[src/rtl/fetch_stage.sv]
// fetch_stage: instruction-fetch stage of the 5-stage RV32I pipeline.
// Owns the PC, runs a request/response handshake with instruction memory
// and hands {valid, pc, instr, pred_taken} to decode through an output
// register backed by a 1-entry skid buffer. EX redirects squash everything
// fetched but not yet consumed, including a fetch still in flight.
//
// Ports:
//   clk, rst_n          clock (rising edge), async active-low reset
//   imem_read/_address  fetch request and word-aligned address
//   imem_resp/_rdata    memory response and instruction word
//   id_stall            decode cannot accept this cycle
//   redirect_valid/_pc  single-cycle PC redirect from EX
//   if_valid/_pc/_instr instruction presented to decode
//   if_pred_taken       instruction was predicted as a taken JAL
//
// Optional feature macro: FETCH_JAL_PREDICT_EN (fetch follows JAL targets).
module fetch_stage #(
  parameter logic [31:0] RESET_PC  = 32'h0000_0060,
  parameter logic [31:0] NOP_INSTR = 32'h0000_0013
) (
  input  logic        clk,
  input  logic        rst_n,
  output logic        imem_read,
  output logic [31:0] imem_address,
  input  logic        imem_resp,
  input  logic [31:0] imem_rdata,
  input  logic        id_stall,
  input  logic        redirect_valid,
  input  logic [31:0] redirect_pc,
  output logic        if_valid,
  output logic [31:0] if_pc,
  output logic [31:0] if_instr,
  output logic        if_pred_taken
);

  typedef enum logic [1:0] {REQ, HOLD, DRAIN} state_e;

  typedef struct packed {
    logic [31:0] pc;
    logic [31:0] instr;
    logic        pred;
  } fetch_t;

  state_e      state_q, state_d;
  logic [31:0] pc_q, pc_d;
  logic [31:0] drain_addr_q, drain_addr_d;
  fetch_t      skid_q, skid_d;
  fetch_t      out_q, out_d;
  logic        out_vld_q, out_vld_d;

  logic        out_accept;
  logic        out_load;
  logic        is_jal;
  logic [31:0] next_pc;
  fetch_t      fetched;

`ifdef FETCH_JAL_PREDICT_EN
  logic [31:0] jimm;
  logic [31:0] jtgt;
  assign is_jal  = (imem_rdata[6:0] == 7'b1101111);
  assign jimm    = {{12{imem_rdata[31]}}, imem_rdata[19:12], imem_rdata[20],
                    imem_rdata[30:21], 1'b0};
  assign jtgt    = pc_q + jimm;
  // Keep the fetch address word-aligned even for a half-word JAL offset.
  assign next_pc = is_jal ? {jtgt[31:2], 2'b00} : pc_q + 32'd4;
`else
  assign is_jal  = 1'b0;
  assign next_pc = pc_q + 32'd4;
`endif

  assign fetched    = '{pc: pc_q, instr: imem_rdata, pred: is_jal};
  assign out_accept = !out_vld_q || !id_stall;

  // Gated by rst_n so no request leaves the stage while in reset.
  assign imem_read    = rst_n && (state_q != HOLD);
  assign imem_address = (state_q == DRAIN) ? drain_addr_q : pc_q;

  assign if_valid      = out_vld_q;
  assign if_pc         = out_q.pc;
  assign if_instr      = out_q.instr;
  assign if_pred_taken = out_q.pred;

  always_comb begin
    state_d      = state_q;
    pc_d         = pc_q;
    drain_addr_d = drain_addr_q;
    skid_d       = skid_q;
    out_d        = out_q;
    out_vld_d    = out_vld_q;
    out_load     = 1'b0;

    if (redirect_valid) begin
      out_vld_d = 1'b0;
      out_d     = '{pc: out_q.pc, instr: NOP_INSTR, pred: 1'b0};
      skid_d    = '0;
      pc_d      = {redirect_pc[31:2], 2'b00};
      case (state_q)
        REQ: begin
          // An unanswered request must still be retired before the new one.
          if (!imem_resp) begin
            drain_addr_d = pc_q;
            state_d      = DRAIN;
          end
        end
        HOLD:    state_d = REQ;
        DRAIN:   if (imem_resp) state_d = REQ;
        default: state_d = REQ;
      endcase
    end else begin
      case (state_q)
        REQ: begin
          if (imem_resp) begin
            pc_d = next_pc;
            if (out_accept) begin
              out_d     = fetched;
              out_vld_d = 1'b1;
              out_load  = 1'b1;
            end else begin
              skid_d  = fetched;
              state_d = HOLD;
            end
          end
        end
        HOLD: begin
          if (!id_stall) begin
            out_d     = skid_q;
            out_vld_d = 1'b1;
            out_load  = 1'b1;
            skid_d    = '0;
            state_d   = REQ;
          end
        end
        DRAIN:   if (imem_resp) state_d = REQ;
        default: state_d = REQ;
      endcase

      // Decode took the current word and nothing replaces it.
      if (out_accept && !out_load) begin
        out_vld_d   = 1'b0;
        out_d.instr = NOP_INSTR;
        out_d.pred  = 1'b0;
      end
    end
  end

  always_ff @(posedge clk or negedge rst_n) begin
    if (!rst_n) begin
      state_q      <= REQ;
      pc_q         <= RESET_PC;
      drain_addr_q <= '0;
      skid_q       <= '0;
      out_q        <= '{pc: 32'd0, instr: NOP_INSTR, pred: 1'b0};
      out_vld_q    <= 1'b0;
    end else begin
      state_q      <= state_d;
      pc_q         <= pc_d;
      drain_addr_q <= drain_addr_d;
      skid_q       <= skid_d;
      out_q        <= out_d;
      out_vld_q    <= out_vld_d;
    end
  end

endmodule

[config.mk]
export PLATFORM = sky130hd
export DESIGN_NAME = fetch_stage
export DESIGN_NICKNAME = d
export VERILOG_FILES = /design/src/rtl/fetch_stage.sv
export SDC_FILE = /design/constraint.sdc
export NUM_CORES = 1
export LEC_CHECK = 0
export ABC_AREA = 1
export BUFFER_PORTS_ARGS = -buffer_cell sky130_fd_sc_hd__buf_4
export CORE_MARGIN = 2
export CORE_UTILIZATION = 58
export CTS_BUF_LIST = sky130_fd_sc_hd__clkbuf_8
export DETAILED_ROUTE_END_ITERATION = 10
export PLACE_DENSITY = 0.83
export SLEW_MARGIN = 20
export SYNTH_ARGS = -nofsm -noshare
export SYNTH_HDL_FRONTEND = slang
export SYNTH_SLANG_ARGS = --single-unit
export TNS_END_PERCENT = 10
[constraint.sdc]
create_clock -name clk -period 2.1 [get_ports clk]
set_clock_uncertainty 0.2 [all_clocks]
set_input_delay 0 -clock clk [delete_from_list [all_inputs] [get_ports clk]]
set_output_delay 0 -clock clk [all_outputs]
set_load 0.01 [all_outputs]
== Word-level counts from Yosys, hierarchy flattened ==
Index checks and enable logic that the tools add are counted.
Widths: inputs -> output; s select.
Operators by class
  bitwise gates (word level): 2
  equality and inequality tests: 13
  add/subtract/negate cells: 1
  multiply operators: 0
  multiplexer cells: 34
  reductions and logical operators: 18
  magnitude comparators: 0
  shift operators: 0
  divide/modulo/power cells: 0
Operators with widths (number)
  $mux 65: 7
  $pmux 65 s2: 2
  $mux 32: 4
  $mux 33: 2
  $add 32x3->32 const B: 1
  $mux 2: 6
  $ne 3x3->1 const B: 4
  $ne 4x4->1 const B: 3
  $reduce_and 4->1: 3
  $mux 1: 9
  $ne 2x2->1 const B: 3
  $pmux 2 s3: 1
  $reduce_bool 2->1: 3
  $reduce_and 5->1: 1
  $pmux 1 s2: 2
  $pmux 2 s2: 1
  $reduce_bool 4->1: 1
  $logic_not 1->1: 3
  $reduce_and 3->1: 1
  $reduce_bool 3->1: 1
  $eq 2x1->1 const B: 1
  $eq 2x2->1 const B: 1
  $logic_and 1x1->1: 2
  $logic_not 2->1: 1
  other kinds (4): 5
Word-level totals
  bits in read-only memories: 0
  latch bits: 0
  input bits: 69
  output and inout bits: 99
  logic and storage cells: 78
  register bits: 197
  RAM bits: 0
  memories kept: 0

== Logic depth before layout (Yosys ltp) ==
Gate-level depths: netlist of run 1.
  depth after elaboration: 10
  gate-level depth with buffers: 10
  depth with buffers taken out: 10

== Least setup slack after synthesis of run 1 ==
OpenSTA, ideal clock, no wires.
  path kind: register to register
  start point: register state_q[0]
  end point: register skid_q[4] (netlist bit)
  setup time: 83 ps
  path buffers: 1
  stages on the path, launching flop included: 7
  slack: 341 ps
  data required time: 1817 ps
  arrival: 1477 ps
  period minus slack after synthesis: 1759 ps
  cell sequence: dfrtp_1 -> nor2_2 -> inv_2 -> nor4_4 -> buf_6 -> nand2_1 -> o21ai_0
On the way
  cells in the longest elaborated chain, start to end: 3
  elaborated cells between the ends (all ways): 9
  those cells by class: eq/ne (4); mux (2); reduce/logical (3)
Ends and longest elaborated chain
  from (decl): RTL line 44  | state_e state_q, state_d;
  from (signal assigned): RTL line 155  | state_q <= state_d;
  $eq 2x1->1 / $logic_not 2->1 (equally long branches): RTL line 110  | case (state_q)
  $ne 3x3->1 (no line), or another cell as far along
  $reduce_and 4->1 (no line) / $mux 65 (equally long branches)
  to (signal assigned): RTL line 158  | skid_q <= skid_d;
  to (decl): RTL line 47  | fetch_t skid_q, skid_d;
Several ways; a longest one is shown, not always the timed one.
A chain may end at the register's enable or synchronous reset.

== Worst setup path in the final report of run 1 ==
  start point: input port redirect_valid
  end point: register out_q, in the netlist if_instr[16]
On the way
  cells in the longest elaborated chain, start to end: 2
  elaborated cells between the ends (all ways): 6
  those cells by class: eq/ne (3); mux (1); reduce/logical (2)
Ends and longest elaborated chain
  from (decl): RTL line 28  | input logic redirect_valid,
  $ne 4x4->1 (no line) / $reduce_bool 4->1 (equally long branches)
  $reduce_and 4->1 (no line)
  to (signal assigned): RTL line 152  | out_q <= '{pc: 32'd0, instr: NOP_INSTR, pred: 1'b0};
  to (signal assigned): RTL line 159  | out_q <= out_d;
  to (decl): RTL line 48  | fetch_t out_q, out_d;
Several ways; a longest one is shown, not always the timed one.

==> results.yml, run 1 <==
detailed_routing:
  ant_nets: 0
  drt_pass1_iterations: 5
  post_drt_wl_per_cell_um: 15.5
  remaining_drc_errors: 0
  wirelength_um: 24900
  vias_per_cell: 5.43
  drtIter0Drc: 666
  num_vias: 8751
synthesis:
  synth_area_leader_cell: "dfrtp_1"
  ys_async_sr_fraction_pct: 100
  synth_area_per_cell_sq_um: 7.63
  synth_area_sq_um: 9040
  ys_seq_area_share_pct: 52.4
  synth_cell_types: 34
  synth.most_common_cell: "nand2_1"
  synth_top_cell_area_share_pct: 50.9
  synth_seq_cells: 189
  synthTopCellsByCount: "434 x nand2_1, 184 x dfrtp_1, 137 x nor2_1"
  ys_warn_count: 0
  synthFlopType: "dfrtp_1"
  syn_inst: 1186
  synth_area_leaders: "dfrtp_1 51%, nand2_1 18%, o21ai_0 6.1%"
  synth_edf_count: 0
clock_network:
  insertion_delay_ns: 0.48
  htreeDepth: 4
  clk_pin_slew_ns: 0.09
  cts_tree: "built"
  cts_setup_buffers: 0
  clock-sinks: 189
  root_buffer: "clkbuf_8"
  cts_buffer_depth: 2
  cts_buffers: 17
sta:
  layout_min_cycle_time_ns: 2.09
  drv_slew: 0
  slew_headroom_pct: 39.1
  fmax_mhz: 478
  period_share_pct: 99.5
  rsz0062_at_grt: "yes"
  setup_viol: 0
  worst_pin_slew_ns: 0.912
  hold_slack_ns: 0.0816
  fin_ws_ns: 0.00984
  finalHoldViolCount: 0
floorplan:
  rows: 45
  core_region_area_sq_um: 15200
  die_area_sq_um: 16600
  fp.dieW_um: 129
  pin_count: 168
  start_util_pct: 59.5
  die_h_um: 129
placement:
  dpl_worst_slack_ns: 0.133
  io_buffers: 162
  dpl.hpwl_um: 15800
  gp_congestion: 0.938
global_routing:
  grt_use_total_pct: 30.9
  grt_start_max_net_pins: 67
  grt_pass1_vias: 8231
  grt_pass1_wl_um: 40300
  grt_overflow: 0
  antenna_found_initial: 0
power_and_ir_drop:
  irDropWorstVdd_mv: 0.777
  p_per_area_nw_per_um2: 1170
  p_leak_uw: 0.00573
critical_path:
  cp-end-kind: "register"
  critPathLaunchType: "primary input"
  crit_type: "in -> reg"
  crit_arrival_ns: 2.26
  cp_max_fo: 29
  crit_required_ns: 2.27
layout:
  num_antenna_cells: 0
  layout.nets: 1481
  syn_to_final_growth_pct: 30.8
  drive_above_1_share_pct: 16.4
run_status:
  status: "finished clean"
run:
  drv_cap: 0
hold_path:
  hp-class: "in -> reg"
[metrics by stage]
stage	cell area [sq um]	power, uW	std cells	TNS [ns]	utilization (%)
after global routing	11800	14700	1612	-3.27	77.8
after global placement	10400	10600	1490	0	68.7
after CTS	11800	13700	1612	0	77.7
final	11800	13800	1612	0	77.8
after floorplan	9050	8490	1188	0	-
after detailed placement	10400	10800	1490	0	68.7
[placed cells by master, fill, tap and decap left out, types with 31 or more instances in the layout]
cell,Yosys,routed
nand2_1,434,433
a21oi_1,35,35
buf_4,4,173
dfrtp_1,184,183
a31oi_1,31,31
nand3_1,39,39
dlygate4sd3_1,0,89
nor2_1,137,136
inv_1,83,83
o21ai_0,110,110
[final timing paths]
| kind | from | endpoint | slack, ns | depth (start not counted) |
|---|---|---|---|---|
| hold reg to reg | skid_q[57] | skid_q[57] | 0.29 | 2 |
| hold / removal | imem_rdata[31] | skid_q[32] | 0.08 | 4 |
| min in group asynchronous | rst_n | if_instr[4] | 0.45 | 3 |
| max in group asynchronous | rst_n | skid_q[19] | 0.80 | 4 |
| setup reg to reg | state_q[0] | skid_q[1] | 0.01 | 7 |
| setup / recovery | redirect_valid | if_instr[16] | 0.01 | 7 |
[power breakdown]
part	internal, uW	switching (uW)	total (uW)
Clock	1460	1330	2790
Combinational	2280	3110	5390
Sequential	4830	807	5640
Total	8560	5250	13800
[per-layer routing]
layer | global-route usage (%) | up-vias | share of wire, %
met1 | 41.2 | 4074 | 42
met3 | 5.78 | 64 | 7.7
met2 | 50.8 | 402 | 48
met4 | 11.9 | 0 | 2.5
met5 | 0 | - | 0
li1 | - | 4211 | -
[worst max-delay path: stages]
cell and delay (ns):
dlygate4sd3_1 0.55, buf_4 0.26, inv_2 0.21, nand2_1 0.20, inv_1 0.72, nand2_1 0.13, o21ai_0 0.16
[kinds of logic after synthesis]
logic type,synth area share [%]
xor+xnor,0.678
fa+ha+maj,0.138
buf+inv,7.35
other cells,0.0415
flops,52.4
compound gates,12.9
simple gates,26.5
mux,0.111
[flip-flops by register name, summed over array words and instances, names as in the netlist]
register,count
if_instr,32
state_q,2
skid_q,63
pc_q,30
if_pc,31
if_valid,1
drain_addr_q,30
[timing repair]
action                                  4_1_cts  5_1_grt
pin swaps                                     0        0
endpoints found under the hold margin       290        0
hold buffers                                 90        0
gates resized for setup                       2        3
endpoints found under the setup margin        1       70
[area by class of cell]
| cell class | instances | area, sq um |
|---|---|---|
| Clock inverter | 14 | 216 |
| Fill cell | 1029 | 3370 |
| Tap cell | 188 | 235 |
| Timing Repair Buffer | 273 | 2400 |
| Inverter | 87 | 329 |
| Multi-Input combinational cell | 843 | 3660 |
| Clock buffer | 18 | 248 |
| Sequential cell | 189 | 4740 |
Note: power is estimated with default switching activity, not from simulation.
==> run 2, diff against run 1 <==
--- a/config.mk
+++ b/config.mk
@@ -5,13 +5,14 @@
 export SDC_FILE = /design/constraint.sdc
 export NUM_CORES = 1
 export LEC_CHECK = 0
-export ABC_AREA = 1
+export ABC_AREA = 0
 export BUFFER_PORTS_ARGS = -buffer_cell sky130_fd_sc_hd__buf_4
 export CORE_MARGIN = 2
-export CORE_UTILIZATION = 58
+export CORE_UTILIZATION = 57
 export CTS_BUF_LIST = sky130_fd_sc_hd__clkbuf_8
 export DETAILED_ROUTE_END_ITERATION = 10
-export PLACE_DENSITY = 0.83
+export PLACE_DENSITY = 0.82
+export SETUP_SLACK_MARGIN = 0.4
 export SLEW_MARGIN = 20
 export SYNTH_ARGS = -nofsm -noshare
 export SYNTH_HDL_FRONTEND = slang
==> run 2 against run 1 <==
The run now ends with hold timing, setup timing left. Largest power group unchanged. Total power shrank 37%. Fmax shrank 11%. Synthesized cell count shrank 36%. Worst hold slack lost 0.24 ns. Wire length grew 21%. Combinational power shrank 57%. Critical endpoint is now pc_q[29]. Synthesized area shrank 5.9%.
==> results.yml, run 2 <==
run_status:
  status: "complete, but fails checks"
  violations: "hold timing, setup timing"
sta:
  slew_headroom_pct: 58.3
  finalHoldViolCount: 46
  rsz0062_at_grt: "yes"
  layout_min_cycle_time_ns: 2.35
  worst_pin_slew_ns: 0.623
  drv_slew: 0
  setup_viol: 46
  period_share_pct: 112
  hold_slack_ns: -0.159
  fin_ws_ns: -0.248
  fmax_mhz: 426
critical_path:
  cp_max_fo: 5
  crit_type: "reg -> reg"
  critPathMaxStageDelay_ns: 0.59
  crit_chain: "nand4_1 > buf_4 > or4_4 > or4_1 > a31oi_1"
  critPathLaunchType: "register"
  cp-end-kind: "register"
  cp_slowest_cell: "or4_1"
  crit_arrival_ns: 2.54
  crit_required_ns: 2.30
floorplan:
  pin_count: 168
  rows: 44
  core_region_area_sq_um: 14600
  die_area_sq_um: 15900
  start_util_pct: 58.4
  fp.dieW_um: 126
  die_h_um: 126
detailed_routing:
  post_drt_wl_per_cell_um: 24.5
  wirelength_um: 30100
  drt_pass1_iterations: 6
  num_vias: 8047
  drtIter0Drc: 1019
  ant_nets: 0
  vias_per_cell: 6.55
  remaining_drc_errors: 0
synthesis:
  synth_area_sq_um: 8510
  synth_area_leader_cell: "dfrtp_1"
  synth_seq_cells: 189
  synth_top_cell_area_share_pct: 54.1
  syn_inst: 756
  ys_warn_count: 0
  synthTopCellsByCount: "184 x dfrtp_1, 87 x nand2_1, 78 x o21ai_0"
  synthFlopType: "dfrtp_1"
  synth_edf_count: 0
  synth.most_common_cell: "dfrtp_1"
  ys_async_sr_fraction_pct: 100
  ys_seq_area_share_pct: 55.6
  synth_area_leaders: "dfrtp_1 54%, mux2_2 7.8%, mux2i_1 6.7%"
  synth_cell_types: 47
  synth_area_per_cell_sq_um: 11.3
clock_network:
  cts_tree: "built"
  clk_pin_slew_ns: 0.09
  clock-sinks: 189
  cts_buffers: 17
  root_buffer: "clkbuf_8"
  cts_buffer_depth: 2
  htreeDepth: 4
  hold_buffers: 80
  insertion_delay_ns: 0.48
power_and_ir_drop:
  irDropWorstVdd_mv: 0.524
  seq_power_share_pct: 49.4
  p_comb_share_pct: 26.6
  p_int_uw: 6070
  power_switching_share_pct: 30.7
  p_leak_uw: 0.00559
  p_per_area_nw_per_um2: 706
  power_frac_clock_pct: 24.0
  netSwitchingPower_uw: 2690
run:
  drv_cap: 0
layout:
  layout.nets: 1102
  largest_reg_flops: 63
  layout_commonest_cell: "dfrtp_1"
  largest-register: "skid_q"
  drive_above_1_share_pct: 41.5
  final_cell_mix: "183 x dfrtp_1, 180 x buf_4, 80 x dlygate4sd3_1"
  num_antenna_cells: 0
  syn_to_final_growth_pct: 45.6
  fillers: 665
placement:
  dpl_worst_slack_ns: -0.00815
  dpl.hpwl_um: 14900
  io_buffers: 162
  gp_congestion: 0.840
global_routing:
  grt_pass1_wl_um: 43700
  grt_use_total_pct: 35.0
  grt_start_max_net_pins: 67
  grt_pass1_vias: 8008
  grt_overflow: 0
  antenna_found_initial: 0
hold_path:
  hp-class: "in -> async"
[run 2: cell count changes after synthesis, moves of 8 or more]
cell / change
nand3_1: -28
mux2_2: +59
o31ai_1: +12
o21ai_1: -24
nand2_1: -347
a21oi_1: -27
a22o_1: +62
nand4_1: +8
a31oi_1: -17
or4_1: +12
o21ai_0: -32
mux2i_1: +56
inv_1: -79
nor2_1: -113
[run 2: final cells by class]
| type | count | area [sq um] | area share, % |
|---|---|---|---|
| Tap cell | 184 | 230 | 1.86 |
| Timing Repair Buffer | 322 | 3030 | 24.4 |
| Inverter | 5 | 18.8 | 0.151 |
| Sequential cell | 189 | 4740 | 38.2 |
| Clock inverter | 12 | 60.1 | 0.484 |
| Clock buffer | 19 | 262 | 2.11 |
| Multi-Input combinational cell | 497 | 4060 | 32.8 |
[run 2: worst paths after layout]
path	to	slack [ns]	cells past startpoint	startpoint
min	if_instr[12]	-0.16	2	rst_n
max	pc_q[29]	-0.25	5	pc_q[15]
min in group clk	skid_q[9]	0.10	3	imem_rdata[8]
max reg2reg	pc_q[29]	-0.25	5	pc_q[15]
min reg2reg	if_instr[25]	0.29	2	if_instr[25]
max in group asynchronous	if_pc[12]	1.08	3	rst_n
[run 2: layer usage]
layer	vias to the layer above	GRT usage [%]	routed length (um)
li1	3289	-	-
met1	3922	44.4	10900
met2	666	58.0	14400
met3	170	7.26	3020
met4	0	16.5	1750
met5	-	0	0
[run 2: what timing repair did]
item	in CTS	in global routing
hold endpoints to repair	311	46
endpoints found under the setup margin	210	217
setup buffers	8	12
gates resized for setup	207	54
cloned	4	3
pin swaps	167	75
[run 2: logic make-up (layout without fill, tap and decap cells)]
family                   Yosys count  in the layout  synth area share (%)
buffers and inverters             75            358                  3.81
flip-flops                       189            189                  55.6
other                              1              3                0.0440
adder cells (fa/ha/maj)            1              1                 0.147
multiplexers                     116            116                  14.5
XOR/XNOR                          10             10                  1.03
AO/OA/AOI/OAI                    185            185                  14.7
AND/OR/NAND/NOR                  179            182                  10.2
[run 2: per-stage QoR]
stage / instances / util, % / power [uW] / TNS [ns] / area, sq um
2_1_floorplan: 758 / - / 5100 / -0.0369 / 8670
3_3_place_gp: 1090 / 70.3 / 5910 / 0 / 10300
3_5_place_dp: 1090 / 70.3 / 6010 / -0.00815 / 10300
4_1_cts: 1213 / 83.0 / 8480 / -0.613 / 12100
5_1_grt: 1228 / 85.0 / 9050 / -6.74 / 12400
6_report: 1228 / 85.0 / 8760 / -4.55 / 12400
[run 2: power groups by stage]
| stage | combinational (uW) | sequential, uW | clock [uW] |
|---|---|---|---|
| 6_report | 2330 | 4330 | 2110 |
| 5_1_grt | 2450 | 4360 | 2240 |
| 4_1_cts | 2130 | 4270 | 2080 |
| 3_5_place_dp | 1690 | 4320 | 0 |
| 3_3_place_gp | 1630 | 4280 | 0 |
| 2_1_floorplan | 771 | 4330 | 0 |
[run 2: worst max-delay path: cells and delay by family (launching register included)]
kind	cells	cell delay [ns]
simple gates	3	1.27
flops	1	0.39
compound gates	1	0.22
buf+inv	1	0.18
